`src/rtl/buffer_pkg.sv`:
```
// ============================================================================
// buffer_pkg : shared types and width helpers for the circular register buffer
//              and its pointer/flow-control sequencer.
// Revision   : 1.0
// ============================================================================
`default_nettype none

package buffer_pkg;

  typedef enum logic [1:0] {
    IDLE  = 2'd0,
    RUN   = 2'd1,
    DRAIN = 2'd2
  } ctrl_state_t;

  function automatic int addr_w(input int size);
    return (size > 1) ? $clog2(size) : 1;
  endfunction

  function automatic int cnt_w(input int size);
    return $clog2(size + 1);
  endfunction

endpackage

`default_nettype wire

```
`src/rtl/buffer_ctrl_if.sv`:
```
// ============================================================================
// buffer_ctrl_if : producer/consumer handshakes and buffer address bus of the
//                  buffer sequencer.
// Revision       : 1.0
// ============================================================================
`default_nettype none

interface buffer_ctrl_if #(
  parameter int SIZE = 8
);
  logic                                  start;
  logic                                  in_valid;
  logic                                  in_last;
  logic                                  in_ready;
  logic                                  out_valid;
  logic                                  out_ready;
  logic [buffer_pkg::addr_w(SIZE)-1:0]   write_addr;
  logic                                  write_en;
  logic [buffer_pkg::addr_w(SIZE)-1:0]   read_addr;
  logic [buffer_pkg::cnt_w(SIZE)-1:0]    count;
  logic                                  done;

  modport master (
    output start, in_valid, in_last, out_ready,
    input  in_ready, out_valid, write_addr, write_en, read_addr, count, done
  );

  modport slave (
    input  start, in_valid, in_last, out_ready,
    output in_ready, out_valid, write_addr, write_en, read_addr, count, done
  );
endinterface

`default_nettype wire

```
`src/rtl/buffer_ctrl_ring_pointer.sv`:
```
// ============================================================================
// ring_pointer : wrap-by-overflow buffer pointer advancing STEP per increment,
//                with a synchronous clear.
// Revision     : 1.0
// ============================================================================
`default_nettype none

module ring_pointer
  import buffer_pkg::*;
#(
  parameter int SIZE = 8,
  parameter int STEP = 1
) (
  input  wire logic                    clk,
  input  wire logic                    rst,
  input  wire logic                    inc_i,
  input  wire logic                    clr_i,
  output logic [addr_w(SIZE)-1:0]      ptr_o
);
  localparam int            AW     = addr_w(SIZE);
  localparam logic [AW-1:0] STEP_C = AW'(STEP);

  logic [AW-1:0] ptr_q;
  logic [AW-1:0] ptr_d;

  always_comb begin
    ptr_d = ptr_q;
    if (clr_i) begin
      ptr_d = '0;
    end else if (inc_i) begin
      ptr_d = ptr_q + STEP_C;
    end
  end

  always_ff @(posedge clk or posedge rst) begin
    if (rst) begin
      ptr_q <= '0;
    end else begin
      ptr_q <= ptr_d;
    end
  end

  assign ptr_o = ptr_q;

endmodule

`default_nettype wire

```
`src/rtl/buffer_ctrl.sv`:
```
// ============================================================================
// buffer_ctrl : pointer, occupancy and start/drain/done sequencer for the
//               multi-word circular register buffer.
// Revision    : 1.0
// ============================================================================
`default_nettype none

module buffer_ctrl
  import buffer_pkg::*;
#(
  parameter int SIZE        = 8,
  parameter int WRITE_SIZE  = 2,
  parameter int READ_SIZE   = 2,
  parameter int READ_STRIDE = 1
) (
  input  wire logic    clk,
  input  wire logic    rst,
  buffer_ctrl_if.slave bus
);
  localparam int CW  = cnt_w(SIZE);
  localparam int CW1 = CW + 1;
  localparam int AW  = addr_w(SIZE);

  localparam logic [CW-1:0] FULL_LIM_C = CW'(SIZE - WRITE_SIZE);
  localparam logic [CW-1:0] READ_C     = CW'(READ_SIZE);
  localparam logic [CW:0]   WR_INC_C   = CW1'(WRITE_SIZE);
  localparam logic [CW:0]   RD_DEC_C   = CW1'(READ_STRIDE);
  localparam logic [CW:0]   SIZE_C     = CW1'(SIZE);

  ctrl_state_t   state_q;
  logic [CW-1:0] count_q;
  logic [CW-1:0] count_d;
  logic [CW:0]   count_sum;
  logic          done_q;
  logic          in_ready;
  logic          out_valid;
  logic          push;
  logic          pop;
  logic          drain_exit;
  logic [AW-1:0] wr_ptr;
  logic [AW-1:0] rd_ptr;

  // Same-cycle pops are not credited, so readiness depends only on count_q.
  assign in_ready   = (state_q == RUN) && (count_q <= FULL_LIM_C);
  assign out_valid  = (state_q != IDLE) && (count_q >= READ_C);
  assign push       = bus.in_valid && in_ready;
  assign pop        = out_valid && bus.out_ready;
  assign drain_exit = (state_q == DRAIN) && (count_q < READ_C);

  always_comb begin
    count_sum = {1'b0, count_q};
    if (push) count_sum = count_sum + WR_INC_C;
    if (pop)  count_sum = count_sum - RD_DEC_C;
    // Handshake gating keeps the sum in [0, SIZE]; hold rather than wrap otherwise.
    count_d = (count_sum > SIZE_C) ? count_q : count_sum[CW-1:0];
  end

  ring_pointer #(.SIZE(SIZE), .STEP(WRITE_SIZE)) u_wr_ptr (
    .clk   (clk),
    .rst   (rst),
    .inc_i (push),
    .clr_i (drain_exit),
    .ptr_o (wr_ptr)
  );

  ring_pointer #(.SIZE(SIZE), .STEP(READ_STRIDE)) u_rd_ptr (
    .clk   (clk),
    .rst   (rst),
    .inc_i (pop),
    .clr_i (drain_exit),
    .ptr_o (rd_ptr)
  );

  always_ff @(posedge clk or posedge rst) begin
    if (rst) begin
      state_q <= IDLE;
      count_q <= '0;
      done_q  <= 1'b0;
    end else begin
      done_q  <= 1'b0;
      count_q <= count_d;
      case (state_q)
        // A start coinciding with the done pulse belongs to the finished frame.
        IDLE:    if (bus.start && !done_q) state_q <= RUN;
        RUN:     if (push && bus.in_last) state_q <= DRAIN;
        DRAIN: begin
          if (drain_exit) begin
            state_q <= IDLE;
            count_q <= '0;
            done_q  <= 1'b1;
          end
        end
        default: state_q <= IDLE;
      endcase
    end
  end

  assign bus.in_ready   = in_ready;
  assign bus.out_valid  = out_valid;
  assign bus.write_en   = push;
  assign bus.write_addr = wr_ptr;
  assign bus.read_addr  = rd_ptr;
  assign bus.count      = count_q;
  assign bus.done       = done_q;

endmodule

`default_nettype wire

```
`src/flat_wrapper.sv`:
```
// flat-port wrapper written by rule: the top's interface ports become plain ports
module buffer_ctrl_flat import buffer_pkg::*;
#(
  parameter int SIZE        = 8,
  parameter int WRITE_SIZE  = 2,
  parameter int READ_SIZE   = 2,
  parameter int READ_STRIDE = 1
)
  (clk, rst, bus_start, bus_in_valid, bus_in_last, bus_out_ready, bus_in_ready, bus_out_valid, bus_write_addr, bus_write_en, bus_read_addr, bus_count, bus_done);
  buffer_ctrl_if #(.SIZE(SIZE)) bus_i ();
  input  wire logic clk;
  input  wire logic rst;
  input wire logic [$bits(bus_i.start)-1:0] bus_start;
  input wire logic [$bits(bus_i.in_valid)-1:0] bus_in_valid;
  input wire logic [$bits(bus_i.in_last)-1:0] bus_in_last;
  input wire logic [$bits(bus_i.out_ready)-1:0] bus_out_ready;
  output wire logic [$bits(bus_i.in_ready)-1:0] bus_in_ready;
  output wire logic [$bits(bus_i.out_valid)-1:0] bus_out_valid;
  output wire logic [$bits(bus_i.write_addr)-1:0] bus_write_addr;
  output wire logic [$bits(bus_i.write_en)-1:0] bus_write_en;
  output wire logic [$bits(bus_i.read_addr)-1:0] bus_read_addr;
  output wire logic [$bits(bus_i.count)-1:0] bus_count;
  output wire logic [$bits(bus_i.done)-1:0] bus_done;
  assign bus_i.start = bus_start;
  assign bus_i.in_valid = bus_in_valid;
  assign bus_i.in_last = bus_in_last;
  assign bus_i.out_ready = bus_out_ready;
  assign bus_in_ready = bus_i.in_ready;
  assign bus_out_valid = bus_i.out_valid;
  assign bus_write_addr = bus_i.write_addr;
  assign bus_write_en = bus_i.write_en;
  assign bus_read_addr = bus_i.read_addr;
  assign bus_count = bus_i.count;
  assign bus_done = bus_i.done;
  buffer_ctrl #(.SIZE(SIZE), .WRITE_SIZE(WRITE_SIZE), .READ_SIZE(READ_SIZE), .READ_STRIDE(READ_STRIDE)) u_core (.clk(clk), .rst(rst), .bus(bus_i));
endmodule
```
`config.mk`:
```
export PLATFORM = sky130hd
export DESIGN_NAME = buffer_ctrl_flat
export DESIGN_NICKNAME = d
export VERILOG_FILES = /design/src/rtl/buffer_pkg.sv /design/src/rtl/buffer_ctrl_if.sv /design/src/rtl/buffer_ctrl_ring_pointer.sv /design/src/rtl/buffer_ctrl.sv /design/src/flat_wrapper.sv
export SDC_FILE = /design/constraint.sdc
export NUM_CORES = 1
export LEC_CHECK = 0
export CORE_AREA = 3 3 56 58
export DETAILED_ROUTE_END_ITERATION = 6
export DIE_AREA = 0 0 59 61
export SLEW_MARGIN = 20
export SYNTH_ARGS = -nofsm -noshare
export SYNTH_HDL_FRONTEND = slang
export SYNTH_HIERARCHICAL = 1
export SYNTH_SLANG_ARGS = --single-unit
```
`constraint.sdc`:
```
create_clock -name clk -period 5.47 [get_ports clk]
set_input_delay 1.3675 -clock clk [delete_from_list [all_inputs] [get_ports clk]]
set_output_delay 1.3675 -clock clk [all_outputs]
set_load 0.03 [all_outputs]
```
Yosys cells after proc, flatten, opt, wreduce, memory -nomap -nowiden
Cells that the tools add are included.
Widths: inputs -> output; s select.
{ "classes": {"n_addsub": 4, "n_lt_le_gt_ge": 4, "eq_ne": 5, "muxes": 15, "n_reduce_logical": 13} }
{ "op_table": {"columns": ["cell", "count"], "rows": [
  ["$mux 3", 4],
  ["$mux 4", 3],
  ["$mux 5", 2],
  ["$logic_and 1x1->1", 7],
  ["$mux 2", 3],
  ["$pmux 2 s3", 1],
  ["$reduce_bool 2->1", 3],
  ["$add 4x2->5 const B", 1],
  ["$gt 5x4->1 const B", 1],
  ["$sub 5x1->5 const B", 1],
  ["$ge 4x2->1 const B", 1],
  ["$le 4x3->1 const B", 1],
  ["$lt 4x2->1 const B", 1],
  ["$ne 2x1->1 const B", 2],
  ["$add 3x1->3 const B", 1],
  ["$add 3x2->3 const B", 1],
  ["$reduce_and 3->1", 1],
  ["$eq 2x1->1 const B", 1],
  ["$eq 2x2->1 const B", 1],
  ["$logic_not 2->1", 1],
  ["$mux 1", 2],
  ["$ne 2x2->1 const B", 1],
  ["$logic_not 1->1", 1]
]} }
{ "word_totals": {"reg_bits": 13, "word_cells": 46} }

Depth between registers and ports, before layout
Gate-level depths: netlist of run 1.
{ "depth": {"word_depth": 10, "depth_mapped": 10, "mapped_depth_nobuf": 9} }

Hierarchy
Netlist of run 1, hierarchy kept.
{ "by_module_without_submodules": {"columns": ["mod", "n_inst", "cells_each", "area_each_um2", "seq_area_each_um2"], "rows": [
  ["buffer_ctrl", 1, 78, 670.6, 175.2],
  ["ring_pointer at u_core.u_rd_ptr", 1, 12, 140.1, 75.1],
  ["ring_pointer at u_core.u_wr_ptr", 1, 10, 103.8, 50.0]
]} }

Least setup slack after synthesis of run 1
Ideal clock, no wire load.
{ "synth_path": {"path_type": "input port to output port", "start": "input port bus_in_valid", "end": "output port bus_write_en", "arrival_time_ns": 2.208, "required_ns": 4.103, "setup_slack_ns": 1.894, "stages": 3, "path_buffers": 1, "cell_sequence": "and4bb_2 -> and2_1 -> clkbuf_1"} }
{ "synth_via": {"elab_chain_cells": 1} }
{ "synth_rtl": {"columns": ["element", "line", "source"], "rows": [
  ["from (decl)", "flat_wrapper.sv:14", "input wire logic [$bits(bus_i.in_valid)-1:0] bus_in_valid;"],
  ["$logic_and 1x1->1", "buffer_ctrl.sv:46", "assign push = bus.in_valid && in_ready;"],
  ["to (decl)", "flat_wrapper.sv:20", "output wire logic [$bits(bus_i.write_en)-1:0] bus_write_en;"]
]} }
No other way between the ends.

Worst setup path after layout of run 1
Same ends and word-level chain as after synthesis.

==> results of run 1 <==
[Yosys cell counts, drive strengths merged (3+ instances only)]
master / number / area [sq um]
nand2: 7 / 26.3
nor2: 12 / 55.1
nand3b: 3 / 22.5
buf: 3 / 23.8
ha: 4 / 50.1
dfrtp: 12 / 300
xnor2: 4 / 35.0
inv: 7 / 26.3
a21oi: 9 / 48.8
[sequential cells by signal (all words and copies together) (netlist names)]
signal	count
u_core/state_q	2
u_core/u_wr_ptr/ptr_o	2
u_core/bus.count	4
u_core/bus.done	1
u_core/u_rd_ptr/ptr_o	3
[power breakdown]
| group | internal, mW | total, mW | switching [mW] |
|---|---|---|---|
| combinational | 0.230 | 0.513 | 0.283 |
| clock | 0.0404 | 0.0696 | 0.0292 |
| sequential | 0.128 | 0.187 | 0.0596 |
[cell type report]
cell class | count | area (sq um) | area share, %
multi-input combinational | 76 | 557 | 48.6
sequential | 12 | 300 | 26.2
timing repair buffer | 19 | 188 | 16.4
tap | 31 | 38.8 | 3.38
clock buffer | 4 | 36.3 | 3.17
inverter | 7 | 26.3 | 2.29
[routing by layer]
layer / share of wire, % / global-route usage (%) / vias up
li1: - / - / 392
met1: 45 / 18.0 / 373
met2: 50 / 21.8 / 16
met3: 4.6 / 4.04 / 2
met4: 0.47 / 1.94 / 0
met5: 0 / 0 / -
[worst paths after layout]
kind | depth (start not counted) | endpoint | startpoint | slack, ps
worst max-delay path | 4 | bus_write_en | bus_in_valid | 850
worst min-delay path | 1 | u_core/state_q[0]$_DFFE_PP0P_ | u_core/state_q[1]$_DFFE_PP0P_ | 540
worst max register to register | 8 | u_core/bus.count[1]$_DFF_PP0_ | u_core/bus.count[3]$_DFF_PP0_ | 2820
worst min register to register | 1 | u_core/state_q[0]$_DFFE_PP0P_ | u_core/state_q[1]$_DFFE_PP0P_ | 540
max in group asynchronous | 2 | u_core/bus.count[3]$_DFF_PP0_ | rst | 3850
min in group asynchronous | 2 | u_core/u_wr_ptr/ptr_o[2]$_DFFE_PP0P_ | rst | 1300
[cell families after synthesis]
kind of cell	Yosys count	synth area share, %
multiplexers	3	5.20
AO/OA/AOI/OAI	26	21.3
buffers and inverters	12	6.29
other	1	0.410
AND/OR/NAND/NOR	38	24.6
adder cells (fa/ha/maj)	4	5.47
XOR/XNOR	4	3.83
flip-flops	12	32.8
[stage by stage]
step / hold WS (ps) / util [%] / instances
after floorplan: 485 / - / 100
after global placement: 530 / 41.0 / 145
after detailed placement: 543 / 41.0 / 145
after CTS: 554 / 42.3 / 149
after global routing: 571 / 42.3 / 149
final: 540 / 42.3 / 149
==> results.toml, run 1 <==
[power]
pleak_nw = 0.469
power.ir.vdd_worst_mv = 0.361
totalPowerFinal_mw = 0.770
power_per_cell_area_nw_per_um2 = 672

[sta]
fin_tns_setup_ps = 0
fmax_mhz = 217
finClkSkew_ps = 3.80
layout_worst_path_cycle_share_pct = 84.4
final-max-slew-violation-count = 0
finalSetupViolCount = 0
timing.final.ws_setup_ps = 851
grt_setup_unrepaired = "no"
hold_viol_final = 0
finalCriticalPeriod_ps = 4620

[floorplan]
num_rows = 19
die_width_um = 59
die_area_sq_um = 3600
num_io_pins = 20
chipHeight_um = 61
design.core.area_sq_um = 2710
start_util_pct = 33.7

[global_routing]
track_usage_pct = 13.4
grt_pass1_wl_mm = 3.69
grt_antenna_before_repair = 0
first_global_vias = 781
largest_net_degree_at_the_start_of_global_routing = 13
gr-total-overflow = 0

[synth]
yosys_warnings = 6
ys_async_sr_fraction_pct = 100
postSynthNetCount = 110
synthesized_area_divided_by_synthesized_cell_count_sq_um = 9.15
post_synth_inst_count = 100
ys_dominant_reg_cell = "dfrtp_1"
synth_seq_area_share_pct = 32.8
synth_area_sq_um = 915
synth-seq-cells = 12
synth-edff-count = 0
synth.distinct_cells = 46

[run]
drv_cap = 0

[drt]
viasPerCell = 5.26
postRouteWirelength_mm = 2.13
vias = 783
detail_route.drc_violations = 0
drt_pre_antenna_iters = 4
drtAntennaViolNets = 0
post_detailed_route_wirelength_per_cell_um = 14.3
detailedRoute.firstIterationViolations = 14

[finish]
syn2layout_area_growth_pct = 25.3
final_cell_mix = "clkdlybuf4s50_1, dfrtp_1, nor2_1, a21oi_1, nand2_1"
filler_cell_count = 285
layout.cells.most_common = "clkdlybuf4s50_1"
drive_gt1_share_pct = 14.4
layout.nets = 129
n_antenna_cell = 0
area_of_all_placed_cells_without_fillers_sq_um = 1150

[critical_path]
critPathBufInv = 2
crit_fanout = 7
end_kind = "output pin"
worstPathArrival_ps = 3250
timing.setup.critical_path_class = "input port to output pin"
critical_path_required_ps = 4100
cell_family_contributing_the_most_delay_on_the_critical_path = "buffers and inverters"
critPathLaunchType = "input port"
cp_common_cell = "clkdlybuf4s50_1"
worst_path_max_delay_cell = "clkdlybuf4s50_1"
cpPeakStageDelay_ps = 730
worstPathCellList = "clkdlybuf4s50_1, and4bb_2, and2_1, clkdlybuf4s50_1"

[placement]
place.gp.congestion = 0.840
place.port_buffers = 18
detailedPlace.worstSlack_ps = 824
placed_wire_length_estimate_mm = 1.61
placed_area_sq_um = 1110

[cts]
clock_path_buffers = 2
cts-root-buf = "clkbuf_4"
path_clk_slew_ps = 80
ctsHtreeMaxLevel = 1
cts_setup_buffers = 0
post_cts_hold_buffers = 0
clock_latency_reported_for_the_late_side_of_the_worst_skew_pair_ps = 270
cts.sinks = 12
cts_buffers = 3
cts_repair_resize_count = 0
tritoncts = "yes"

[worst_hold_path]
hold_path_class = "flop to flop"

[run_status]
outcome = "finished, final reports clean"
(Power assumes the default switching activity.)
==> run 2, diff against run 1 <==
==> constraint.sdc (replaced) <==
create_clock -name clk -period 3.85 [get_ports clk]
set_input_delay 0.9625 -clock clk [delete_from_list [all_inputs] [get_ports clk]]
set_output_delay 0.9625 -clock clk [all_outputs]
set_load 0.03 [all_outputs]
==> results.toml, run 2 (same netlist as run 1, synthesis figures left out) <==
[critical_path]
cell_family_contributing_the_most_delay_on_the_critical_path = "buffers and inverters"
critPathLaunchType = "input port"
cpPeakStageDelay_ps = 670
worst_path_max_delay_cell = "clkdlybuf4s50_1"
end_kind = "output pin"
critical_path_required_ps = 2890
worst-r2r-setup-slack_ps = 1260
cp_common_cell = "clkdlybuf4s50_1"
crit_fanout = 3
worstPathCellList = "clkdlybuf4s50_1, and4bb_2, and2_1, clkdlybuf4s50_1"
timing.setup.critical_path_class = "input port to output pin"
critPathBufInv = 2
worstPathArrival_ps = 2610

[drt]
postRouteWirelength_mm = 2.02
drtAntennaViolNets = 0
viasPerCell = 5.31
post_detailed_route_wirelength_per_cell_um = 13.5
detail_route.drc_violations = 0
vias = 791
drt_pre_antenna_iters = 4
detailedRoute.firstIterationViolations = 19

[sta]
fmax_mhz = 280
finalCriticalPeriod_ps = 3570
hold_viol_final = 0
relSlewSlack_pct = 37.1
finClkSkew_ps = 1.85
layout_worst_path_cycle_share_pct = 92.8
grt_setup_unrepaired = "no"
fin_tns_setup_ps = 0
worst_slew_pin_slew_ps = 936
finalSetupViolCount = 0
final-max-slew-violation-count = 0

[cts]
cts_buffers = 3
cts-root-buf = "clkbuf_4"
cts_setup_buffers = 0
post_cts_hold_buffers = 0
cts_repair_resize_count = 0
tritoncts = "yes"
clock_path_buffers = 2
clock_latency_reported_for_the_late_side_of_the_worst_skew_pair_ps = 270
path_clk_slew_ps = 70
cts.sinks = 12
ctsHtreeMaxLevel = 1

[finish]
final_cell_mix = "clkdlybuf4s50_1, dfrtp_1, nor2_1, a21oi_1, nand2_1"
n_antenna_cell = 0
layout.nets = 129
filler_cell_count = 286
layout.cells.most_common = "clkdlybuf4s50_1"
largest_register_ffs = 4
ff_latch_area_sq_um = 300
multiInputGateArea_sq_um = 563
stdcell_count = 149
syn2layout_area_growth_pct = 26.0
drive_gt1_share_pct = 15.3

[placement]
placed_wire_length_estimate_mm = 1.56
dp_cells = 145
place.port_buffers = 18
place.gp.congestion = 0.858

[power]
power_per_cell_area_nw_per_um2 = 951
power_share_of_the_clock_group_pct = 8.9
totalPowerFinal_mw = 1.10
power.share.switching_pct = 47.8
power.share.combinational_pct = 66.7
internal_power_mw = 0.572
share_seq_of_total_power_pct = 24.4
total_switching_power_mw = 0.524
pleak_nw = 0.469
power.ir.vdd_worst_mv = 0.509

[floorplan]
die_area_sq_um = 3600
die_width_um = 59
chipHeight_um = 61
num_rows = 19
start_util_pct = 33.7
design.core.area_sq_um = 2710
num_io_pins = 20

[global_routing]
gr-total-overflow = 0
track_usage_pct = 12.6
globalRouteMet2Util_pct = 22.4
first_global_vias = 788
grt_pass1_wl_mm = 3.52
grt_util_met3_pct = 2.55
grt_most_used_layer = "met2"
groute.layer.met1.usage_pct = 16.1
grt_antenna_before_repair = 0
largest_net_degree_at_the_start_of_global_routing = 13

[run_status]
outcome = "finished, final reports clean"

[run]
drv_cap = 0

[worst_hold_path]
hold_path_class = "flop to flop"
[run 2: area by class of cell]
cell class | count | share of cell area, %
well taps | 31 | 3.37
clock buffers | 4 | 3.15
multi-input cells | 76 | 48.9
repair buffers | 19 | 16.3
inverters | 7 | 2.28
flip-flops and latches | 12 | 26.1
[run 2: worst paths after layout]
kind                                               startpoint  cells past startpoint                              endpoint
worst max-delay path                             bus_in_valid                      4                          bus_write_en
worst min-delay path            u_core/state_q[1]$_DFFE_PP0P_                      1         u_core/state_q[0]$_DFFE_PP0P_
worst max register to register  u_core/bus.count[1]$_DFF_PP0_                      9         u_core/bus.count[1]$_DFF_PP0_
worst min register to register  u_core/state_q[1]$_DFFE_PP0P_                      1         u_core/state_q[0]$_DFFE_PP0P_
max in group asynchronous                                 rst                      2         u_core/bus.count[1]$_DFF_PP0_
min in group asynchronous                                 rst                      2  u_core/u_wr_ptr/ptr_o[2]$_DFFE_PP0P_
[run 2: power by group through the flow]
stage	combinational, mW	clock [mW]	sequential (mW)
finish	0.730	0.0976	0.267
global route	0.798	0.110	0.282
CTS	0.736	0.103	0.269
detailed placement	0.731	0	0.271
global placement	0.722	0	0.268
floorplan	0.474	0	0.318
[run 2: layer usage]
metal  vias to the layer above  wire (um)
met1                       379        932
li1                        396          -
met4                         0          0
met2                        16        993
met5                         -          0
met3                         0         90
[run 2: worst register-to-register path: stages (launching register included)]
cell and delay (ps):
dfrtp_1 590, nand3_1 210, and2_1 230, buf_4 160
xnor2_1 140, ha_1 260, o21ba_2 200, o31a_2 310
o31ai_1 260, o31ai_1 100
[run 2: metrics by stage]
step	hold slack (ps)	setup WS, ps	utilization (%)	instance area (sq um)
after floorplan	485	695	-	915
after global placement	539	294	41.2	1120
after detailed placement	542	276	41.2	1120
after CTS	552	267	42.5	1150
after global routing	601	208	42.5	1150
final	551	276	42.5	1150
==> run 3, diff against run 2 <==
--- a/config.mk
+++ b/config.mk
@@ -8,6 +8,7 @@
 export CORE_AREA = 3 3 56 58
 export DETAILED_ROUTE_END_ITERATION = 6
 export DIE_AREA = 0 0 59 61
+export MAX_ROUTING_LAYER = met4
 export SLEW_MARGIN = 20
 export SYNTH_ARGS = -nofsm -noshare
 export SYNTH_HDL_FRONTEND = slang
==> results.toml, run 3 (same netlist as run 1, synthesis figures left out) <==
[drt]
viasPerCell = 5.24
vias = 786
drt_pre_antenna_iters = 4
postRouteWirelength_mm = 2.10
drtAntennaViolNets = 0
post_detailed_route_wirelength_per_cell_um = 14.0
detailedRoute.firstIterationViolations = 13
detail_route.drc_violations = 0

[global_routing]
gr-total-overflow = 0
largest_net_degree_at_the_start_of_global_routing = 13
grt_pass1_wl_mm = 3.53
grt_antenna_before_repair = 0
track_usage_pct = 13.4
first_global_vias = 763

[run_status]
outcome = "finished, final reports clean"

[placement]
placed_wire_length_estimate_mm = 1.61
place.port_buffers = 18
dp_cells = 146
place.gp.congestion = 0.856
detailedPlace.worstSlack_ps = 260
placed_area_sq_um = 1120

[power]
power_share_of_the_clock_group_pct = 8.9
total_switching_power_mw = 0.533
internal_power_mw = 0.573
power_per_cell_area_nw_per_um2 = 958
power.ir.vdd_worst_mv = 0.531
power.share.combinational_pct = 66.7
totalPowerFinal_mw = 1.11
pleak_nw = 0.474
power.share.switching_pct = 48.2
share_seq_of_total_power_pct = 24.4

[sta]
grt_setup_unrepaired = "no"
timing.final.ws_setup_ps = 255
fmax_mhz = 278
final.hold.worst_slack_ps = 573
hold_viol_final = 0
fin_tns_setup_ps = 0
final-max-slew-violation-count = 0
finalCriticalPeriod_ps = 3600
finClkSkew_ps = 3.26
layout_worst_path_cycle_share_pct = 93.4
finalSetupViolCount = 0

[floorplan]
chipHeight_um = 61
design.core.area_sq_um = 2710
die_width_um = 59
die_area_sq_um = 3600
num_io_pins = 20
start_util_pct = 33.7
num_rows = 19

[finish]
layout.cells.most_common = "clkdlybuf4s50_1"
final_cell_mix = "clkdlybuf4s50_1, dfrtp_1, nor2_1, a21oi_1, nand2_1"
final_util_pct = 42.6
area_of_all_placed_cells_without_fillers_sq_um = 1150
drive_gt1_share_pct = 15.1
filler_cell_count = 290
stdcell_count = 150
layout.nets = 130
largest_register_ffs = 4
n_antenna_cell = 0
syn2layout_area_growth_pct = 26.1

[cts]
cts-root-buf = "clkbuf_4"
path_clk_slew_ps = 80
cts_buffers = 3
cts_setup_buffers = 0
clock_path_buffers = 2
post_cts_hold_buffers = 0
ctsHtreeMaxLevel = 1
tritoncts = "yes"
cts_repair_resize_count = 0
clock_latency_reported_for_the_late_side_of_the_worst_skew_pair_ps = 270
cts.sinks = 12

[critical_path]
worstPathArrival_ps = 2630
crit_fanout = 3
critical_path_required_ps = 2890
end_kind = "output pin"
critPathLaunchType = "input port"
timing.setup.critical_path_class = "input port to output pin"

[worst_hold_path]
hold_path_class = "flop to flop"

[run]
drv_cap = 0
run 3: changes by cell type in the layout (fill, tap and decap cells not counted), sizes merged:
cell,change
buf,+1
run 3: routing by layer:
| layer | vias up | routed length (um) | GRT usage (%) | part of all wire, % |
|---|---|---|---|---|
| met4 | 0 | 8 | 2.91 | 0.38 |
| met3 | 2 | 86 | 3.19 | 4.1 |
| met2 | 18 | 1000 | 22.2 | 48 |
| met1 | 371 | 997 | 16.5 | 48 |
| li1 | 395 | - | - | - |
| met5 | - | 0 | - | 0 |
run 3: cell type report:
cell class / count / area [sq um] / share of cell area [%]
Tap cell: 31 / 38.8 / 3.36
Clock buffer: 4 / 36.3 / 3.15
Multi-Input combinational cell: 76 / 557 / 48.3
Timing Repair Buffer: 20 / 195 / 16.9
Sequential cell: 12 / 300 / 26.0
Inverter: 7 / 26.3 / 2.28
run 3: path summary, 6_finish.rpt:
check,startpoint,to,slack (ps),cells after the start
min in group asynchronous,rst,u_core/u_wr_ptr/ptr_o[1]$_DFFE_PP0P_,900,2
hold reg to reg,u_core/u_rd_ptr/ptr_o[2]$_DFFE_PP0P_,u_core/u_rd_ptr/ptr_o[2]$_DFFE_PP0P_,570,2
setup / recovery,bus_in_valid,bus_write_en,250,4
setup reg to reg,u_core/bus.count[1]$_DFF_PP0_,u_core/bus.count[1]$_DFF_PP0_,1250,9
hold / removal,u_core/u_rd_ptr/ptr_o[2]$_DFFE_PP0P_,u_core/u_rd_ptr/ptr_o[2]$_DFFE_PP0P_,570,2
max in group asynchronous,rst,u_core/state_q[0]$_DFFE_PP0P_,2670,2
run 3: critical path: stages:
cell and delay, ps:
clkdlybuf4s50_1 520, and4bb_2 310, and2_1 160, clkdlybuf4s50_1 670
run 3: power by group through the flow:
stage               registers [mW]  logic (mW)  clock network [mW]
finish                       0.270       0.738              0.0985
global route                 0.282       0.797               0.110
CTS                          0.269       0.740               0.102
detailed placement           0.272       0.736                   0
global placement             0.266       0.723                   0
floorplan                    0.318       0.474                   0
